## src/rtl/divisor_seq_pkg.sv

```systemverilog
// Shared widths, iteration count and state encoding for the sequential divider.
package divisor_seq_pkg;

  localparam int unsigned DVD_W  = 32;
  localparam int unsigned DVS_W  = 16;
  localparam int unsigned REM_W  = DVS_W + 1;
  localparam int unsigned ITER_N = 16;
  localparam int unsigned CNT_W  = 4;

  localparam logic [CNT_W-1:0] CNT_LAST = CNT_W'(ITER_N - 1);

  typedef enum logic [1:0] {
    IDLE  = 2'd0,
    CHECK = 2'd1,
    CALC  = 2'd2,
    DONE  = 2'd3
  } state_t;

endpackage

```

## src/rtl/divisor_seq_passo.sv

```systemverilog
// One restoring-division step: shift in a dividend bit, compare, conditionally subtract.
module divisor_passo
  import divisor_seq_pkg::*;
(
  input  logic [REM_W-1:0] rem,
  input  logic             bit_in,
  input  logic [DVS_W-1:0] dvs,
  output logic [REM_W-1:0] rem_nxt_c,
  output logic             qbit_c
);

  logic [REM_W-1:0] partial;
  logic [REM_W-1:0] dvs_ext;

  // Remainder entering a step is always below the divisor, so the shifted value fits in 17 bits.
  always_comb begin
    dvs_ext   = REM_W'(dvs);
    partial   = (rem << 1) | REM_W'(bit_in);
    qbit_c    = 1'b0;
    rem_nxt_c = partial;
    if (partial >= dvs_ext) begin
      qbit_c    = 1'b1;
      rem_nxt_c = partial - dvs_ext;
    end
  end

endmodule

```

## src/rtl/divisor_seq.sv

```systemverilog
// Sequential 32/16 unsigned restoring divider: one quotient bit per clock, with overflow pre-check.
module divisor_seq
  import divisor_seq_pkg::*;
(
  input  logic             clk,
  input  logic             reset,
  input  logic             st,
  input  logic [DVD_W-1:0] dividendo,
  input  logic [DVS_W-1:0] divisor,
  output logic [DVS_W-1:0] quociente,
  output logic [DVS_W-1:0] resto,
  output logic             idle,
  output logic             done,
  output logic             ovf
);

  state_t           state_q, state_nxt;
  logic [REM_W-1:0] rem_q, rem_nxt;
  logic [DVS_W-1:0] work_q, work_nxt;
  logic [DVS_W-1:0] dvs_q, dvs_nxt;
  logic [CNT_W-1:0] cnt_q, cnt_nxt;
  logic [DVS_W-1:0] quo_nxt, resto_nxt;
  logic             ovf_nxt, idle_nxt, done_nxt;

  logic [REM_W-1:0] step_rem_c;
  logic             step_q_c;

  // Single shared step datapath; work_q supplies dividend bits MSB first and collects quotient bits.
  divisor_passo u_passo (
    .rem       (rem_q),
    .bit_in    (work_q[DVS_W-1]),
    .dvs       (dvs_q),
    .rem_nxt_c (step_rem_c),
    .qbit_c    (step_q_c)
  );

  // State, working registers and registered outputs.
  always_ff @(posedge clk or negedge reset) begin
    if (!reset) begin
      state_q   <= IDLE;
      rem_q     <= '0;
      work_q    <= '0;
      dvs_q     <= '0;
      cnt_q     <= '0;
      quociente <= '0;
      resto     <= '0;
      ovf       <= 1'b0;
      idle      <= 1'b1;
      done      <= 1'b0;
    end else begin
      state_q   <= state_nxt;
      rem_q     <= rem_nxt;
      work_q    <= work_nxt;
      dvs_q     <= dvs_nxt;
      cnt_q     <= cnt_nxt;
      quociente <= quo_nxt;
      resto     <= resto_nxt;
      ovf       <= ovf_nxt;
      idle      <= idle_nxt;
      done      <= done_nxt;
    end
  end

  // Next-state and datapath control.
  always_comb begin
    state_nxt = state_q;
    rem_nxt   = rem_q;
    work_nxt  = work_q;
    dvs_nxt   = dvs_q;
    cnt_nxt   = cnt_q;
    quo_nxt   = quociente;
    resto_nxt = resto;
    ovf_nxt   = ovf;

    case (state_q)
      IDLE, DONE: begin
        if (st) begin
          state_nxt = CHECK;
          rem_nxt   = REM_W'(dividendo[DVD_W-1:DVS_W]);
          work_nxt  = dividendo[DVS_W-1:0];
          dvs_nxt   = divisor;
          cnt_nxt   = CNT_LAST;
          ovf_nxt   = 1'b0;
        end
      end
      CHECK: begin
        // Upper half >= divisor means the quotient needs more than 16 bits (also covers divide by zero).
        if (rem_q >= REM_W'(dvs_q)) begin
          state_nxt = DONE;
          ovf_nxt   = 1'b1;
          quo_nxt   = '1;
          resto_nxt = '0;
        end else begin
          state_nxt = CALC;
          cnt_nxt   = CNT_LAST;
        end
      end
      CALC: begin
        rem_nxt  = step_rem_c;
        work_nxt = {work_q[DVS_W-2:0], step_q_c};
        cnt_nxt  = cnt_q - CNT_W'(1);
        if (cnt_q == '0) begin
          state_nxt = DONE;
          quo_nxt   = {work_q[DVS_W-2:0], step_q_c};
          resto_nxt = DVS_W'(step_rem_c);
        end
      end
      default: state_nxt = IDLE;
    endcase

    idle_nxt = (state_nxt == IDLE);
    done_nxt = (state_nxt == DONE);
  end

endmodule

```

## config.mk

```make
export PLATFORM = sky130hd
export DESIGN_NAME = divisor_seq
export DESIGN_NICKNAME = d
export VERILOG_FILES = /design/src/rtl/divisor_seq_pkg.sv /design/src/rtl/divisor_seq_passo.sv /design/src/rtl/divisor_seq.sv
export SDC_FILE = /design/constraint.sdc
export NUM_CORES = 1
export LEC_CHECK = 0
export ABC_AREA = 1
export CORE_UTILIZATION = 33
export CTS_CLUSTER_SIZE = 20
export DETAILED_ROUTE_END_ITERATION = 8
export PLACE_DENSITY = 0.64
export RECOVER_POWER = 100
export SLEW_MARGIN = 30
export SYNTH_ARGS = -nofsm -noshare
export SYNTH_HDL_FRONTEND = slang
export SYNTH_SLANG_ARGS = --single-unit
```

## constraint.sdc

```tcl
create_clock -name clk -period 2.15 [get_ports clk]
set_input_delay 0.3225 -clock clk [delete_from_list [all_inputs] [get_ports clk]]
set_output_delay 0.3225 -clock clk [all_outputs]
set_load 0.005 [all_outputs]
```

Word level (Yosys, flattened, before mapping)
Index checks and enable logic that the tools add are counted.

storage, ports and cells
  bits in registers = 90
  word-level logic and storage cells = 57
  output and inout port bits = 35

cells by class
  reduce and logical (&&, ||, !) cells = 12
  order comparisons = 2
  bitwise operators = 1
  eq/ne operators = 8
  $add $sub $neg = 2
  multiplexer cells = 22

operators by type and width
  cell                                                                    count
  16-bit case mux with 2 select lines                                     3
  16-bit 2-to-1 mux                                                       5
  17-bit by 16-bit >= comparator with 1-bit output                        2
  17-bit 2-to-1 mux                                                       2
  17-bit case mux with 2 select lines                                     1
  17-bit by 1-bit OR with 17-bit output                                   1
  17-bit by 16-bit subtractor with 17-bit output                          1
  4-bit case mux with 3 select lines                                      1
  4-bit 2-to-1 mux                                                        2
  2-bit != test (second input constant)                                   4
  2-bit equality test (second input constant)                             3
  2-bit case mux with 3 select lines                                      1
  2-bit AND reduction                                                     3
  3-bit AND reduction                                                     2
  2-bit nonzero test                                                      3
  2-bit zero test                                                         2
  4-bit zero test                                                         1
  1-bit 2-to-1 mux                                                        4
  2-bit 2-to-1 mux                                                        2
  4-bit by 1-bit subtractor with 4-bit output (second input constant)     1
  2-bit by 1-bit equality test with 1-bit output (second input constant)  1
  1-bit case mux with 2 select lines                                      1
  2-bit OR reduction                                                      1

Logic depth before layout (Yosys ltp)
Gate-level depths: netlist (run 1).

  depth after elaboration = 5
  gate-level depth with buffers = 16
  depth with buffers taken out = 16

Cells and area by module
From an unflattened synthesis (run 1), not the netlist that was laid out.

unflattened totals
  cell total of the unflattened synthesis = 812
  area, all modules = 5,854.4 sq um

by module, submodules not included
  module         cells each  area an instance (sq um)  times used
  divisor_seq    515         4,395.5                   1
  divisor_passo  297         1,458.9                   1

Least setup slack after synthesis (run 1)
OpenSTA, ideal clock, no wires.

  kind = register to register
  start point = register rem_q[10]
  end point = register rem_q[15]
  cell stages (with the launch flop) = 13
  path buffers = 1
  data arrival time = 1,754 ps
  path slack = 283 ps
  period minus slack after synthesis = 1,867 ps
  required time = 2,037 ps
  cells stage by stage = dfrtp_1 -> ha_1 -> nand2_2 -> inv_1 -> nand2_1 -> nand2_1 -> a21oi_2 -> nand4_4 -> buf_12 -> nand3_2 -> nand3_1 -> nand2_1 -> inv_1

between the ends
  longest elaborated chain between the ends = 4
  elaborated cells between the ends (all ways) = 5
  those cells by class = add/sub: 1; order compare: 1; mux: 2; bitwise: 1

RTL lines
  item                                                                                                                line                                              source
  from (decl)                                                                                                         divisor_seq.sv:18                                 logic [REM_W-1:0] rem_q, rem_nxt;
  from (signal assigned)                                                                                              divisor_seq.sv:52                                 rem_q <= rem_nxt;
  17-bit by 1-bit OR with 17-bit output (*)                                                                           divisor_seq_passo.sv:18                           partial = (rem << 1) | REM_W'(bit_in);
  17-bit by 16-bit subtractor with 17-bit output or 17-bit by 16-bit >= comparator with 1-bit output (tied branches)  divisor_seq_passo.sv:23, divisor_seq_passo.sv:21
  17-bit 2-to-1 mux (*)                                                                                               divisor_seq_passo.sv:21                           if (partial >= dvs_ext) begin
  17-bit case mux with 2 select lines (*)                                                                             divisor_seq.sv:75                                 case (state_q)

Mark *: on every way between the ends. The rest lies on a longest branch, timed or not.
A chain may end at the register's enable or synchronous reset.

Worst setup path in the final report (run 1)
  start point = register rem_q[2]
  end point = register quociente[10]

between the ends
  longest elaborated chain between the ends = 3

RTL lines
  item                                              line               source
  17-bit by 16-bit >= comparator with 1-bit output  divisor_seq.sv:88  if (rem_q >= REM_W'(dvs_q)) begin
  2-bit != test (no source line)                    --
  3-bit AND reduction (no source line)              --
  to (signal assigned)                              divisor_seq.sv:56  quociente <= quo_nxt;
  to (decl)                                         divisor_seq.sv:10  output logic [DVS_W-1:0] quociente,

No other way between the ends.

==> results.md, run 1 <==
- Slew @ Worst Pin: 1244 ps
- Critical path capture point type: flop
- Mux share of post-synthesis cell area: 0.1915%
- CTS tree: built
- CP most frequent cell: nand2_1
- Final hold vios: 0
- Final setup vio count: 0
- Main combinational cell family by area after synthesis: simple AND/OR/NAND/NOR gates
- Crit share post-route: 97.45%
- Final Max Tran Viols: 0
- Vias in the first global route: 5436
- CP arrival: 2340 ps
- # rows: 48
- Die width: 135.5 µm
- Total number of vias: 5687
- Dpl hpwl: 12.75 mm
- Clk pin slew, worst setup/hold paths: 70 ps
- Simple logic cell fraction of the synthesized area: 33.11%
- Worst VDD drop: 791.1 µV
- Sequential cell area fraction in the yosys report: 38.32%
- Post-synthesis xor/xnor area fraction: 1.340%
- Max incr delay on CP: 420 ps
- Die area: 0.01836 mm²
- Wire per inst: 15.13 µm
- DRT Pass-1 Iters: 5
- Setup CP Type: flop to flop
- Diode count: 0
- Final min period: 2095 ps
- Fmax: 477.3 MHz
- Distinct cells, synth: 42
- Placer Congestion: 0.8686
- Die Ht: 135.5 µm
- Clock latency on the worst-skew pair: 360 ps
- Post-route cell area: 0.008476 mm²
- Remaining global-route overflow: 0
- Total GRT Usage: 19.32%
- First-pass GRT wire length: 27.47 mm
- CP top delay family: simple AND/OR/NAND/NOR gates
- Area Growth Syn to Fin: 44.13%
- Synth Instances: 801
- Syn_nets: 888
- Largest net degree at the start of global routing: 91
- # hold bufs at CTS: 0
- Mapped cell area: 0.005881 mm²
- Maximum clock path buffer count: 2
- Leakage: 4.286 nW
- Num ports: 86
- Synth Area in Adders: 7.787%
- Worst Skew: 9.515 ps
- CTS root buf: clkbuf_16
- Seq cells post-synth: 90
- Yosys Warn Count: 0
- Status: finished clean
- CP required: 2390 ps
- Worst hold path type: primary input to async pin
- Mean area per synthesized cell: 7.342 µm²
- Critical path startpoint category: flop
- CP Cell Sequence: buf_4 > ha_1 > nand2_2 > nor3_2 > nand4_1 > nand2_1 > nor2_4 > nand3_4 > nand2_8 > clkbuf_16 > nand2_1 > o21ai_0
- Worst rel slew slack: 17.09%
- Initial Util: 33.88%
- Initial antenna violation count: 0
- Placed inst area: 0.007452 mm²
- Clk sinks: 90
- CP bufs+invs: 2
- Initial DRC Count: 348
- Core area: 0.01736 mm²
- Routed vias/inst: 4.767
- CP Max Fanout: 7
- Slowest cell on the critical path: dfrtp_1
- Routed wire length: 18.05 mm
- NumNets Final: 1050
- Fraction of layout cells with a size suffix above 1: 24.90%
- CTS Buf Count: 9
- Util after Layout: 48.83%
- Complex-gate fraction of the synthesized area: 8.851%
- H-tree levels: 3
- DRC viols: 0
- RSZ-0062 raised after global routing: yes
- Port bufs: 85
- Max Cap Viol: 0
- Power Density: 1970 mW/mm²
- Final ANT Viol Nets: 0
## sequential cells by signal, indices dropped and copies added (netlist names)
signal / flops
rem_q: 17
idle: 1
resto: 16
done: 1
work_q: 16
dvs_q: 16
state_q: 2
quociente: 16
cnt_q: 4
ovf: 1
## Yosys cell counts (all sizes together)
library cell | number | area share (%)
o31ai | 15 | 1.9
dfstp | 1 | 0.45
and2 | 2 | 0.21
nand3 | 56 | 5.7
inv | 110 | 7.0
o21a | 2 | 0.26
xor2 | 8 | 1.2
xnor2 | 1 | 0.15
nand4 | 23 | 3.0
o21bai | 2 | 0.26
o211ai | 1 | 0.13
o21ai | 26 | 2.3
a21oi | 45 | 3.9
dlygate4sd1 | 1 | 0.15
or2 | 14 | 1.5
mux2 | 1 | 0.19
nor2 | 80 | 5.6
fa | 1 | 0.34
nor3 | 6 | 0.60
dfrtp | 89 | 38
nand2 | 254 | 16
buf | 14 | 2.2
ha | 35 | 7.4
clkbuf | 13 | 1.1
a211oi | 1 | 0.13
## kinds of logic (layout without fill, tap and decap cells)
kind of cell	Yosys count	in the layout
fa+ha+maj	36	36
buf+inv	138	304
flops	90	90
simple gates	435	436
mux	1	1
compound gates	92	92
xor+xnor	9	9
## cell type report
class	count	area [µm²]
Clock buffer	9	225.2
Clock inverter	7	112.6
Fill cell	1688	8881
Inverter	110	415.4
Multi-Input combinational cell	574	3478
Sequential cell	90	2263
Tap cell	225	281.5
Timing Repair Buffer	178	1699
## metrics by stage
| stage | std cells | setup TNS (ps) | setup WS (ps) | hold slack, ps | total power, mW |
|---|---|---|---|---|---|
| floorplan | 801 | 0 | 283.1 | 26.91 | 9.259 |
| global placement | 1158 | -3284 | -158.4 | 410.2 | 12.95 |
| detailed placement | 1158 | -3764 | -162.2 | 409.8 | 13.06 |
| CTS | 1178 | 0 | 0.08504 | 14.89 | 15.07 |
| global route | 1193 | -367.6 | -33.91 | 478.5 | 18.18 |
| finish | 1193 | 0 | 54.81 | 357.2 | 16.70 |
## layout by cell type, fill, tap and decap left out, types with 10 or more instances in the layout
master           synthesis  routed
nand2_1                248     224
inv_1                  106      97
dfrtp_1                 89      81
buf_4                    3      73
nor2_1                  74      69
clkdlybuf4s50_1          0      49
a21oi_1                 44      44
nand3_1                 45      38
dlygate4sd3_1            0      35
nand2_2                  6      24
ha_4                     0      20
nand4_1                 19      19
nand3_2                 11      17
o31ai_1                 15      15
or2_2                   14      14
ha_1                    35      14
inv_2                    4      12
o21ai_0                 19      12
clkbuf_16                0      12
o21ai_1                  6      11
buf_6                    6      10
## what timing repair did
action                     in CTS  in global routing
setup endpoints to repair      46                 55
buffers inserted                4                  7
gates cloned                    0                  8
gates resized for setup         6                106
pin swaps                       1                 20
## per-layer routing
layer  vias up  part of all wire [%]  global-route usage (%)
li1       2880                     -                       -
met1      2663                    49                   26.89
met2       129                    46                   30.66
met3        15                   4.2                   3.591
met4         0                  0.99                   4.931
met5         -                     0                       0
## report_power, final
group	total [mW]	internal, mW	switching (mW)	leakage [nW]
sequential	3.16	2.56	0.600	1.06
combinational	11.7	5.23	6.51	3.07
clock	1.80	1.04	0.753	0.161
total	16.7	8.83	7.87	4.29
## worst paths after layout
check | cells past startpoint | start | slack, ps | to
min in group clk | 2 | resto[14]$_DFFE_PN0P_ | 480 | resto[14]$_DFFE_PN0P_
min | 2 | reset | 360 | quociente[6]$_DFFE_PN0P_
max reg2reg | 12 | rem_q[2]$_DFFE_PN0P_ | 50 | quociente[10]$_DFFE_PN0P_
max in group asynchronous | 2 | reset | 930 | rem_q[12]$_DFFE_PN0P_
min reg2reg | 2 | resto[14]$_DFFE_PN0P_ | 480 | resto[14]$_DFFE_PN0P_
max | 12 | rem_q[2]$_DFFE_PN0P_ | 50 | quociente[10]$_DFFE_PN0P_
Note: power is estimated with default switching activity, not from simulation.
==> run 2: changes to the inputs <==
CORE_UTILIZATION = 55   (was 33)
PLACE_DENSITY = 0.92   (was 0.64)
==> run 2 against run 1 <==
Net effect: core utilization grew 28 points; final cell count down 8.9%; fmax fell by 0.87%; first-iteration DRC count up 39%; total power fell by 6.7%; sequential share of layout area rose by 2.0 points; via count rose by 4.0%; global-route usage grew 13 points; clock-buffer cell count is the same; non-clock buffer count decreased by 16; hold slack better by 130 ps; routed wire length is 2.0% lower; critical path type unchanged; largest power group unchanged.
==> results.md, run 2 (same netlist as run 1, synthesis figures left out) <==
- CTS root buf: clkbuf_8 (was clkbuf_16)
- CP Max Fanout: 5 (was 7)
- Worst R2R Setup Slack: 40 ps (was 50 ps)
- Leakage: 4.088 nW (was 4.286 nW)
- Status: finished clean (unchanged)
- Clock latency on the worst-skew pair: 380 ps (was 360 ps)
- Slew @ Worst Pin: 725.7 ps (was 1244 ps)
- Vias in the first global route: 5832 (was 5436)
- CP required: 2420 ps (was 2390 ps)
- Critical path capture point type: flop (unchanged)
- Flip-flop count of the largest register after layout: 17 (unchanged)
- Die area: 0.01111 mm² (was 0.01836 mm²)
- Pre-CTS setup slack: -29.72 ps (was -162.2 ps)
- Most frequent cells in the layout: nand2_1, inv_1, dfrtp_1 (unchanged)
- First-pass GRT wire length: 27.75 mm (was 27.47 mm)
- Initial Util: 56.96% (was 33.88%)
- Cell count after placement: 1063 (was 1158)
- Routed wire length: 17.69 mm (was 18.05 mm)
- Worst rel slew slack: 51.62% (was 17.09%)
- Die Ht: 105.4 µm (was 135.5 µm)
- Final min period: 2114 ps (was 2095 ps)
- Die width: 105.4 µm (was 135.5 µm)
- Dpl hpwl: 12.64 mm (was 12.75 mm)
- NumNets Final: 1033 (was 1050)
- Port bufs: 85 (unchanged)
- Worst r2r path cells: 13 (was 12)
- Fmax: 473.1 MHz (was 477.3 MHz)
- Total number of vias: 5913 (was 5687)
- Wire per inst: 16.28 µm (was 15.13 µm)
- WHS Endpoint: resto[2]$_DFFE_PN0P_
- Final ANT Viol Nets: 0 (unchanged)
- CP arrival: 2380 ps (was 2340 ps)
- Core area: 0.01032 mm² (was 0.01736 mm²)
- Placer Congestion: 0.9740 (was 0.8686)
- Setup WS post-layout: 36.43 ps (was 54.81 ps)
- Hold-critical path depth: 2
- Max Cap Viol: 0 (unchanged)
- FF-to-FF End: resto[12]$_DFFE_PN0P_ (was quociente[10]$_DFFE_PN0P_)
- Fin cells: 1087 (was 1193)
- Setup CP Type: flop to flop (unchanged)
- Power Density: 1975 mW/mm² (was 1970 mW/mm²)
- Total power: 15.57 mW (was 16.70 mW)
- RSZ-0062 raised after global routing: yes (unchanged)
- Final Max Tran Viols: 0 (unchanged)
- Final hold vios: 0 (unchanged)
- DRC viols: 0 (unchanged)
- Remaining global-route overflow: 0 (unchanged)
- CTS Buf Count: 9 (unchanged)
- H-tree levels: 3 (unchanged)
- Worst Skew: 17.72 ps (was 9.515 ps)
- Routed vias/inst: 5.440 (was 4.767)
- Num ports: 86 (unchanged)
- Setup tns final: 0 ps (unchanged)
- Initial DRC Count: 484 (was 348)
- Clk sinks: 90 (unchanged)
- Initial antenna violation count: 0 (unchanged)
- Crit share post-route: 98.31% (was 97.45%)
- Util after Layout: 76.38% (was 48.83%)
- # rows: 37 (was 48)
- Maximum clock path buffer count: 2 (unchanged)
- Fraction of layout cells with a size suffix above 1: 21.35% (was 24.90%)
- Critical path startpoint category: flop (unchanged)
- Most flops, register: rem_q (unchanged)
- CTS tree: built (unchanged)
- Largest net degree at the start of global routing: 49 (was 91)
- Area Growth Syn to Fin: 34.09% (was 44.13%)
- Worst hold path type: flop to flop (was primary input to async pin)
- Clk pin slew, worst setup/hold paths: 110 ps (was 70 ps)
- DRT Pass-1 Iters: 5 (unchanged)
- Total GRT Usage: 32.16% (was 19.32%)
- Leading cell type in the layout, fill and taps excluded: nand2_1 (unchanged)
- Worst VDD drop: 1169 µV (was 791.1 µV)
- Diode count: 0 (unchanged)
- Hold path start: resto[2]$_DFFE_PN0P_
- Worst r2r src: rem_q[2]$_DFFE_PN0P_ (unchanged)
- Final setup vio count: 0 (unchanged)
==> run 2: cell count changes in the layout (fill, tap and decap cells not counted), sizes merged <==
cell         before  now
inv             112  114
clkinv            2    0
dlygate4sd3      35   36
nand2           255  254
clkbuf           15   13
buf              88   73
==> run 2: final cells by class <==
cell class,instances,area [µm²]
inverters,110,415.4
multi-input cells,573,3316
well taps,136,170.2
clock inverters,7,105.1
flip-flops and latches,90,2261
clock buffers,9,123.9
repair buffers,162,1494
fillers,731,2439
==> run 2: report_power, final <==
group	switching [mW]	leakage, nW	internal [mW]
registers	0.603	1.06	2.55
logic	6.36	2.91	4.71
clock network	0.679	0.113	0.676
==> run 2: repair_timing <==
item,CTS,global route
endpoints found under the setup margin,20,54
hold buffers,1,0
pin swaps,1,18
buffers inserted,2,5
gates resized for setup,10,68
endpoints found under the hold margin,27,0
==> run 2: worst max-delay path, stage by stage (launching register included) <==
cell,delay (ps)
dfrtp_1,450
buf_4,180
ha_4,270
a21oi_1,60
o21ai_1,190
nand2_1,70
nand2_1,60
nand2_1,100
nand3_2,120
nand2_4,100
buf_4,160
buf_4,120
nand2_1,50
nand2_1,50
==> run 2: how the worst max path moves through the flow <==
stage                           from                         to  slack (ps)  depth (start not counted)
2_1_floorplan  rem_q[10]$_DFFE_PN0P_      rem_q[15]$_DFFE_PN0P_         280                         12
3_3_place_gp   rem_q[10]$_DFFE_PN0P_      rem_q[10]$_DFFE_PN0P_           2                         13
3_5_place_dp    rem_q[9]$_DFFE_PN0P_      rem_q[10]$_DFFE_PN0P_         -30                         13
4_1_cts        rem_q[11]$_DFFE_PN0P_      rem_q[14]$_DFFE_PN0P_         0.1                         13
5_1_grt        rem_q[10]$_DFFE_PN0P_  quociente[15]$_DFFE_PN0P_        -120                         13
6_report        rem_q[2]$_DFFE_PN0P_      resto[12]$_DFFE_PN0P_          40                         13
==> run 2: through the flow <==
step / hold WS, ps / cell area [µm²]
2_1_floorplan: 26.91 / 5881
3_3_place_gp: 271.0 / 7283
3_5_place_dp: 273.9 / 7283
4_1_cts: 407.0 / 7582
5_1_grt: 515.1 / 7885
6_report: 482.5 / 7885
==> run 2: per-layer routing <==
layer / share of wire, % / vias up / track usage (%)
met2: 48 / 274 / 54.46
li1: - / 2844 / -
met5: 0 / - / 0
met4: 4.9 / 0 / 16.30
met1: 41 / 2723 / 39.55
met3: 6.1 / 72 / 5.380
